==> src/rtl/tick_bcd_counter.sv <==
`default_nettype none
// tick_bcd_counter: rising edge of the divider tick steps a DIGITS-wide BCD up/down counter under start/stop/clear control.
// Optional PAUSE-state parallel load is enabled by defining TICK_BCD_LOAD_EN.
module tick_bcd_counter #(
   parameter int DIGITS = 4
) (
   input  logic                clk,
   input  logic                rst,
   input  logic                tick_in,
   input  logic                start,
   input  logic                stop,
   input  logic                clear,
   input  logic                up_dn,
`ifdef TICK_BCD_LOAD_EN
   input  logic                load,
   input  logic [4*DIGITS-1:0] load_val,
`endif
   output logic [4*DIGITS-1:0] bcd,
   output logic                carry_out,
   output logic                running
);

   typedef enum logic [1:0] {
      S_IDLE  = 2'd0,
      S_RUN   = 2'd1,
      S_PAUSE = 2'd2
   } state_t;

   state_t              r_state;
   state_t              w_state_nxt;
   logic                r_t1;
   logic                r_t2;
   logic                w_step;
   logic [4*DIGITS-1:0] r_bcd;
   logic [4*DIGITS-1:0] w_bcd_nxt;
   logic [4*DIGITS-1:0] w_bcd_stepped;
   logic [4*DIGITS-1:0] w_load_sat;
   logic                w_load;
   logic                w_wrap;
   logic                r_carry;
   logic                w_carry_nxt;

   assign w_step = r_t1 & ~r_t2;

`ifdef TICK_BCD_LOAD_EN
   assign w_load = load;
   // Out-of-range load digits clamp to 9 so the counter never holds invalid BCD.
   always_comb begin
      w_load_sat = load_val;
      for (int i = 0; i < DIGITS; i++) begin
         if (load_val[4*i +: 4] > 4'd9) begin
            w_load_sat[4*i +: 4] = 4'd9;
         end
      end
   end
`else
   assign w_load     = 1'b0;
   assign w_load_sat = '0;
`endif

   // Ripple increment/decrement; w_wrap is the carry/borrow out of the top digit.
   always_comb begin
      logic       c;
      logic [3:0] d;
      c             = 1'b1;
      d             = 4'd0;
      w_bcd_stepped = r_bcd;
      for (int i = 0; i < DIGITS; i++) begin
         d = r_bcd[4*i +: 4];
         if (c) begin
            if (up_dn) begin
               if (d == 4'd9) begin
                  w_bcd_stepped[4*i +: 4] = 4'd0;
               end else begin
                  w_bcd_stepped[4*i +: 4] = d + 4'd1;
                  c = 1'b0;
               end
            end else begin
               if (d == 4'd0) begin
                  w_bcd_stepped[4*i +: 4] = 4'd9;
               end else begin
                  w_bcd_stepped[4*i +: 4] = d - 4'd1;
                  c = 1'b0;
               end
            end
         end
      end
      w_wrap = c;
   end

   always_comb begin
      w_state_nxt = r_state;
      w_bcd_nxt   = r_bcd;
      w_carry_nxt = 1'b0;
      case (r_state)
         S_IDLE: begin
            w_bcd_nxt = '0;
            if (!clear && !stop && start) begin
               w_state_nxt = S_RUN;
            end
         end
         S_RUN: begin
            if (clear) begin
               w_state_nxt = S_IDLE;
               w_bcd_nxt   = '0;
            end else if (stop) begin
               w_state_nxt = S_PAUSE;
            end else if (w_step) begin
               w_bcd_nxt   = w_bcd_stepped;
               w_carry_nxt = w_wrap;
            end
         end
         S_PAUSE: begin
            if (clear) begin
               w_state_nxt = S_IDLE;
               w_bcd_nxt   = '0;
            end else if (stop) begin
               w_state_nxt = S_PAUSE;
            end else if (start) begin
               w_state_nxt = S_RUN;
            end else if (w_load) begin
               w_bcd_nxt = w_load_sat;
            end
         end
         default: begin
            w_state_nxt = S_IDLE;
            w_bcd_nxt   = '0;
         end
      endcase
   end

   always_ff @(posedge clk or posedge rst) begin
      if (rst) begin
         r_state <= S_IDLE;
      end else begin
         r_state <= w_state_nxt;
      end
   end

   always_ff @(posedge clk or posedge rst) begin
      if (rst) begin
         r_t1    <= 1'b0;
         r_t2    <= 1'b0;
         r_bcd   <= '0;
         r_carry <= 1'b0;
      end else begin
         r_t1    <= tick_in;
         r_t2    <= r_t1;
         r_bcd   <= w_bcd_nxt;
         r_carry <= w_carry_nxt;
      end
   end

   assign bcd       = r_bcd;
   assign carry_out = r_carry;
   assign running   = (r_state == S_RUN);

endmodule
`default_nettype wire

==> config.mk <==
export PLATFORM = sky130hd
export DESIGN_NAME = tick_bcd_counter
export DESIGN_NICKNAME = d
export VERILOG_FILES = /design/src/rtl/tick_bcd_counter.sv
export SDC_FILE = /design/constraint.sdc
export NUM_CORES = 1
export LEC_CHECK = 0
export ABC_AREA = 1
export CAP_MARGIN = 20
export CORE_MARGIN = 5
export CORE_UTILIZATION = 45
export CTS_CLUSTER_SIZE = 30
export DETAILED_ROUTE_END_ITERATION = 7
export GPL_ROUTABILITY_DRIVEN = 0
export PLACE_DENSITY = 0.73
export SETUP_SLACK_MARGIN = 0.3
export SYNTH_ARGS = -nofsm -noshare
export SYNTH_HDL_FRONTEND = slang
export SYNTH_SLANG_ARGS = --single-unit
==> constraint.sdc <==
create_clock -name clk -period 1.4 [get_ports clk]
set_clock_uncertainty 0.1 [all_clocks]
set_input_delay 0.35 -clock clk [delete_from_list [all_inputs] [get_ports clk]]
set_output_delay 0.35 -clock clk [all_outputs]
set_load 0.005 [all_outputs]
==> results of run 1 <==
[report_power, final]
group | leakage (nW) | total [mW] | internal (mW) | switching, mW
Clock | 0.0177 | 0.334 | 0.108 | 0.227
Combinational | 1.01 | 0.306 | 0.145 | 0.162
Sequential | 0.281 | 0.626 | 0.618 | 0.00815
[through the flow]
step / cells / setup WS, ns
floorplan: 213 / 0.04090
global placement: 310 / -0.4091
detailed placement: 310 / -0.4375
CTS: 339 / -0.09866
global route: 347 / -0.2886
finish: 347 / -0.1986
[synth_stat cells, drive strengths merged]
library cell / instances
nand2: 79
nand4: 3
o31ai: 1
o41ai: 1
buf: 2
inv: 28
nand3: 19
o21ai: 17
nor3: 1
or2: 1
o22ai: 2
clkinv: 1
dfrtp: 21
mux2: 2
nor2: 25
a21oi: 8
xor2: 2
[worst max-delay path, cell delays in order (launching register included)]
cell and delay [ns]:
dfrtp_1 0.45, buf_6 0.15, nor2_4 0.12, nand4_1 0.12, nand2_2 0.17, nand3_4 0.11, nand2_4 0.11, nand2_4 0.07
nand2_2 0.05, nand2_1 0.05
[layout make-up]
class	instances	area [µm²]	share of cell area, %
well taps	44	55.05	2.221
repair buffers	88	799.5	32.26
multi-input cells	161	949.7	38.31
clock buffers	3	22.52	0.9086
clock inverters	1	5.005	0.2019
inverters	29	116.4	4.695
flip-flops and latches	21	530.5	21.40
[sequential cells by signal, summed over array words and instances (netlist names)]
name / cells
bcd: 16
r_state: 2
carry_out: 1
r_t1: 1
r_t2: 1
[layout by cell type (no fill, tap or decap), types with 9 or more instances in the layout]
cell | Yosys | final
nor2_1 | 21 | 12
buf_4 | 1 | 38
buf_2 | 1 | 9
nand3_1 | 16 | 14
buf_6 | 0 | 33
inv_1 | 25 | 18
nand2_1 | 71 | 54
dfrtp_1 | 21 | 17
nand2_2 | 8 | 20
[what timing repair did]
| item | CTS | global route |
|---|---|---|
| resized for setup | 113 | 53 |
| pin swaps | 14 | 18 |
| setup buffers | 25 | 8 |
| endpoints found under the setup margin | 37 | 37 |
| hold endpoints to repair | 0 | 0 |
[path summary, 6_finish.rpt]
| kind | start | end | slack [ns] | cells past startpoint |
|---|---|---|---|---|
| setup reg to reg | bcd[0]$_DFFE_PP0P_ | bcd[13]$_DFFE_PP0P_ | -0.20 | 9 |
| setup / recovery | bcd[0]$_DFFE_PP0P_ | bcd[13]$_DFFE_PP0P_ | -0.20 | 9 |
| hold / removal | rst | bcd[5]$_DFFE_PP0P_ | 0.23 | 3 |
| hold reg to reg | r_t1$_DFF_PP0_ | r_t2$_DFF_PP0_ | 0.31 | 0 |
| min in group clk | r_t1$_DFF_PP0_ | r_t2$_DFF_PP0_ | 0.31 | 0 |
| max in group asynchronous | rst | bcd[8]$_DFFE_PP0P_ | 0.80 | 3 |
[cells by family after synthesis]
| kind of cell | count (synthesis) | share of synthesized area [%] |
|---|---|---|
| simple gates | 128 | 40.64 |
| buf+inv | 31 | 8.568 |
| compound gates | 29 | 10.87 |
| flops | 21 | 37.10 |
| xor+xnor | 2 | 1.237 |
| mux | 2 | 1.590 |
[layer usage]
layer / vias to the layer above / global-route usage (%)
met2: 66 / 39.65
met3: 17 / 3.231
met5: - / 0
met4: 0 / 5.838
met1: 872 / 26.90
li1: 861 / -
==> metrics.log, run 1 <==
INFO  metric synth_cell_types = 24
INFO  metric timing.max_cap.violations = 0
INFO  metric via_per_inst = 5.233
INFO  metric antenna_cells = 0
INFO  metric die_width = 66.10 µm
INFO  metric drive_gt1_share = 51.16%
INFO  metric cellPowerDensity = 510.8 mW/mm²
INFO  metric start_kind = flip-flop
INFO  metric hold_slack = 0.2252 ns
INFO  metric grt.overflow.total = 0
INFO  metric drc = 0
INFO  metric place.detailed.hpwl = 2.663 mm
INFO  metric fin_tns_setup = -2.880 ns
INFO  metric setup_slack = -0.1986 ns
INFO  metric route.antenna.remaining_nets = 0
INFO  metric relSlewSlack = 80.42%
INFO  metric initial_antenna_violation_count = 0
INFO  metric htreeDepth = 1
INFO  metric synth.yosys.warnings = 0
INFO  metric hold_class = input port to async pin
INFO  metric finalCriticalPeriod = 1.599 ns
INFO  metric drt_wl_total = 5.049 mm
INFO  metric max_frequency = 0.6256 GHz
INFO  metric drt_first_pass_iters = 7
INFO  metric filler_cell_count = 176
INFO  metric floorplan.die_area = 0.004369 mm²
INFO  metric tritoncts_clock_tree = yes
INFO  metric cts_made_buffers = 3
INFO  metric core-area = 0.003028 mm²
INFO  metric holdBufCountCts = 0
INFO  metric dr_wl_met3 = 321 µm
INFO  metric fin_crit_sh = 114.2%
INFO  metric dieHeight = 66.10 µm
INFO  metric port_buffers = 24
INFO  metric power_leakage = 1.305 nW
INFO  metric io-pin-count = 25
INFO  metric worstSetupPathType = flip-flop to flip-flop
INFO  metric wl_cell = 14.55 µm
INFO  metric worst_margin_pin_slew = 0.2937 ns
INFO  metric track_usage = 21.97%
INFO  metric finalPower = 1.266 mW
INFO  metric violated_checks = negative setup slack
INFO  metric post_synth_instance_area = 0.001416 mm²
INFO  metric synthDominantCellAreaShare = 37.10%
INFO  metric cp-end-kind = flip-flop
INFO  metric layout-area-overhead-vs-synth = 75.00%
INFO  metric dr.first_iter.drc_count = 173
INFO  metric cts.sink_count = 21
INFO  metric rsz0062_at_grt = true
INFO  metric report.final.slew_viol_count = 0
INFO  metric ir_drop = 0.0005159 V
INFO  metric worst_skew_pair.late_latency = 0.34 ns
INFO  metric nets = 311
INFO  metric detailroute.wirelength.met2 = 2.570 mm
INFO  metric arrival = 1.73 ns
INFO  metric global_route_wire_length_before_repair = 7.417 mm
INFO  metric post_synth.cell_area_avg = 6.650 µm²
INFO  metric clock_tree.buffer_depth = 2
INFO  metric post-route-util = 81.86%
INFO  metric timing.final.setup_violations = 25
INFO  metric synth_sequential_area_ratio = 37.10%
INFO  metric yosysTopAreaCell = dfrtp_1
INFO  metric report.final.hold_viol_count = 0
INFO  metric syn-instance-count = 213
INFO  metric clk_pin_slew = 0.15 ns
INFO  metric clock-root-buffer = clkbuf_4
INFO  metric top_signal_layer_used = met4
INFO  metric crit_path_max_fanout = 5
INFO  metric post_synth_main_area_contributors = dfrtp_1 37%, nand2_1 19%, inv_1 6.6%
INFO  metric result_of_the_run = complete, but fails checks
INFO  metric m1WireLength = 2.014 mm
INFO  metric postSynthNetCount = 220
INFO  metric num_vias = 1816
INFO  metric placement.cell_area = 0.001969 mm²
INFO  metric initial_core_util = 46.78%
INFO  metric grt_pass1_vias = 1670
INFO  metric yosys_register_bits = 21
INFO  metric cp.required = 1.53 ns
INFO  metric pin_count_of_the_biggest_net_entering_global_routing = 22
INFO  metric fin_area = 0.002479 mm²
INFO  metric placement_rows = 20
(Power assumes the default switching activity.)
==> inputs of run 2 (changes only) <==
--- a/config.mk
+++ b/config.mk
@@ -12,7 +12,7 @@
 export CTS_CLUSTER_SIZE = 30
 export DETAILED_ROUTE_END_ITERATION = 7
 export GPL_ROUTABILITY_DRIVEN = 0
-export PLACE_DENSITY = 0.73
+export PLACE_DENSITY_LB_ADDON = 0.12
 export SETUP_SLACK_MARGIN = 0.3
 export SYNTH_ARGS = -nofsm -noshare
 export SYNTH_HDL_FRONTEND = slang
==> run 2 against run 1 <==
Against the previous run:
- the flow still finishes with violations (negative setup slack)
- die area stayed put
- combinational power rose by 3%
- final cell count increased by 4.9%
- global-route usage is 0.43 points lower
- fmax decreased by 1.5%
- hold slack barely moved
- critical path depth up 1
- worst setup slack got worse by 0.024 ns
- critical path type unchanged
- largest power group unchanged
==> metrics.log, run 2 (synthesis results as in run 1) <==
INFO  metric hold_class = input port to async pin (unchanged)
INFO  metric cts.sink_count = 21 (unchanged)
INFO  metric pin_count_of_the_biggest_net_entering_global_routing = 22 (unchanged)
INFO  metric holdBufCountCts = 0 (unchanged)
INFO  metric power_leakage = 1.374 nW (was 1.305 nW)
INFO  metric dpl_worst_slack = -0.4958 ns (was -0.4375 ns)
INFO  metric worst_margin_pin_slew = 0.3009 ns (was 0.2937 ns)
INFO  metric worst_skew_pair.late_latency = 0.32 ns (was 0.34 ns)
INFO  metric dr.first_iter.drc_count = 175 (was 173)
INFO  metric floorplan.die_area = 0.004369 mm² (unchanged)
INFO  metric report.final.slew_viol_count = 0 (unchanged)
INFO  metric route.antenna.remaining_nets = 0 (unchanged)
INFO  metric cp-end-kind = flip-flop (unchanged)
INFO  metric cts_made_buffers = 3 (unchanged)
INFO  metric power.share.switching = 30.61% (was 31.31%)
INFO  metric largest_register_ffs = 16 (unchanged)
INFO  metric placement_rows = 20 (unchanged)
INFO  metric track_usage = 21.53% (was 21.97%)
INFO  metric die_width = 66.10 µm (unchanged)
INFO  metric finalCriticalPeriod = 1.623 ns (was 1.599 ns)
INFO  metric drc = 0 (unchanged)
INFO  metric wl_cell = 15.38 µm (was 14.55 µm)
INFO  metric htreeDepth = 1 (unchanged)
INFO  metric antenna_cells = 0 (unchanged)
INFO  metric power.switching = 387.2 µW (was 396.5 µW)
INFO  metric fin_area = 0.002595 mm² (was 0.002479 mm²)
INFO  metric layout-area-overhead-vs-synth = 83.22% (was 75.00%)
INFO  metric finalPower = 1.265 mW (was 1.266 mW)
INFO  metric relSlewSlack = 79.73% (was 80.42%)
INFO  metric io-pin-count = 25 (unchanged)
INFO  metric setup_slack = -0.2229 ns (was -0.1986 ns)
INFO  metric drive_gt1_share = 54.69% (was 51.16%)
INFO  metric timing.final.setup_violations = 22 (was 25)
INFO  metric power_frac_comb = 25.0% (was 24.2%)
INFO  metric drt_first_pass_iters = 4 (was 7)
INFO  metric power_frac_clock = 25.6% (was 26.4%)
INFO  metric via_per_inst = 5.390 (was 5.233)
INFO  metric ir_drop = 0.0003541 V (was 0.0005159 V)
INFO  metric drt_wl_total = 5.597 mm (was 5.049 mm)
INFO  metric final_cell_mix = 58 x buf_4, 57 x nand2_1, 29 x buf_6, 18 x nand2_2, 16 x inv_1 (was 54 x nand2_1, 38 x buf_4, 33 x buf_6, 20 x nand2_2, 18 x inv_1)
INFO  metric arrival = 1.77 ns (was 1.73 ns)
INFO  metric filler_cell_count = 154 (was 176)
INFO  metric tritoncts_clock_tree = yes (unchanged)
INFO  metric worstSetupPathType = flip-flop to flip-flop (unchanged)
INFO  metric fin_tns_setup = -2.851 ns (was -2.880 ns)
INFO  metric seq_area = 533.0 µm² (was 530.5 µm²)
INFO  metric dieHeight = 66.10 µm (unchanged)
INFO  metric result_of_the_run = complete, but fails checks (unchanged)
INFO  metric core-area = 0.003028 mm² (unchanged)
INFO  metric cellPowerDensity = 487.4 mW/mm² (was 510.8 mW/mm²)
INFO  metric report.final.hold_viol_count = 0 (unchanged)
INFO  metric crit_path_max_fanout = 4 (was 5)
INFO  metric clk_pin_slew = 0.14 ns (was 0.15 ns)
INFO  metric multi_input_area = 972.2 µm² (was 949.7 µm²)
INFO  metric nets = 328 (was 311)
INFO  metric rsz0062_at_grt = true (unchanged)
INFO  metric global_route_wire_length_before_repair = 7.445 mm (was 7.417 mm)
INFO  metric hold_slack = 0.2249 ns (was 0.2252 ns)
INFO  metric timing.max_cap.violations = 0 (unchanged)
INFO  metric placement.cell_area = 0.001994 mm² (was 0.001969 mm²)
INFO  metric fin_crit_sh = 115.9% (was 114.2%)
INFO  metric place.detailed.hpwl = 2.711 mm (was 2.663 mm)
INFO  metric port_buffers = 24 (unchanged)
INFO  metric num_vias = 1962 (was 1816)
INFO  metric max_frequency = 0.6162 GHz (was 0.6256 GHz)
INFO  metric initial_antenna_violation_count = 0 (unchanged)
INFO  metric most_frequent_standard_cell_in_the_layout_excluding_fill_and_tap_cells = buf_4 (was nand2_1)
INFO  metric start_kind = flip-flop (unchanged)
INFO  metric clock_tree.buffer_depth = 2 (unchanged)
INFO  metric power_frac_seq = 49.4% (about the same)
INFO  metric violated_checks = negative setup slack (unchanged)
INFO  metric grt_pass1_vias = 1729 (was 1670)
INFO  metric initial_core_util = 46.78% (unchanged)
INFO  metric grt.overflow.total = 0 (unchanged)
INFO  metric clock-root-buffer = clkbuf_4 (unchanged)
INFO  metric internal_power = 877.7 µW (was 869.7 µW)
INFO  metric cp.required = 1.55 ns (was 1.53 ns)
==> run 2: cell count changes in the layout (fill, tap and decap cells not counted), sizes merged <==
cell	delta
clkbuf	+1
clkinv	-1
buf	+17
==> run 2: per-stage QoR <==
step	util [%]	cells
global route	85.70	364
CTS	76.65	350
floorplan	-	213
detailed placement	65.87	315
global placement	65.87	315
finish	85.70	364
==> run 2: final timing paths <==
check                                      to               start  cells past startpoint  slack (ns)
max                        bcd[3]$_DFFE_PP0P_  bcd[1]$_DFFE_PP0P_                     10       -0.22
min                        bcd[4]$_DFFE_PP0P_                 rst                      3        0.22
max reg2reg                bcd[3]$_DFFE_PP0P_  bcd[1]$_DFFE_PP0P_                     10       -0.22
min reg2reg                    r_t2$_DFF_PP0_      r_t1$_DFF_PP0_                      0        0.29
max in group asynchronous  bcd[9]$_DFFE_PP0P_                 rst                      3        0.81
min in group clk               r_t2$_DFF_PP0_      r_t1$_DFF_PP0_                      0        0.29
==> run 2: what timing repair did <==
item	in CTS	in global routing
resized for setup	119	49
setup buffers	31	14
setup endpoints to repair	37	37
pin swaps	17	15
==> run 2: power groups by stage <==
| stage | Combinational, mW | Sequential (mW) | Clock [mW] |
|---|---|---|---|
| after floorplan | 0.106 | 0.640 | 0 |
| after global placement | 0.216 | 0.640 | 0 |
| after detailed placement | 0.219 | 0.640 | 0 |
| after CTS | 0.251 | 0.623 | 0.302 |
| after global routing | 0.338 | 0.626 | 0.337 |
| final | 0.316 | 0.625 | 0.324 |
==> run 2: layout make-up <==
type | instances | share of cell area, %
Inverter | 29 | 4.388
Clock buffer | 4 | 1.013
Timing Repair Buffer | 105 | 34.47
Sequential cell | 21 | 20.54
Multi-Input combinational cell | 161 | 37.46
Tap cell | 44 | 2.122
==> run 2: metal layers <==
layer  vias up  wire length (µm)  global-route usage, %
met4         0               242                  7.614
met3        33               337                  3.741
met1       937              2122                  25.40
li1        897                 -                      -
met5         -                 0                      0
met2        95              2894                  38.66
==> run 2: worst max-delay path, cell delays in order (launching register included) <==
cell and delay [ns]:
dfrtp_1 0.41, buf_6 0.14, nor2_4 0.04, buf_4 0.13, buf_6 0.11, nand2_1 0.07, inv_2 0.06, buf_6 0.12
o21ai_1 0.13, nand3_1 0.11, o21ai_1 0.12
==> inputs of run 3 (changes only) <==
--- a/config.mk
+++ b/config.mk
@@ -14,6 +14,7 @@
 export GPL_ROUTABILITY_DRIVEN = 0
 export PLACE_DENSITY_LB_ADDON = 0.12
 export SETUP_SLACK_MARGIN = 0.3
+export SLEW_MARGIN = 30
 export SYNTH_ARGS = -nofsm -noshare
 export SYNTH_HDL_FRONTEND = slang
 export SYNTH_SLANG_ARGS = --single-unit
==> results of run 3 <==
The final DEF is identical to that of run 2; final timing and power are the same.
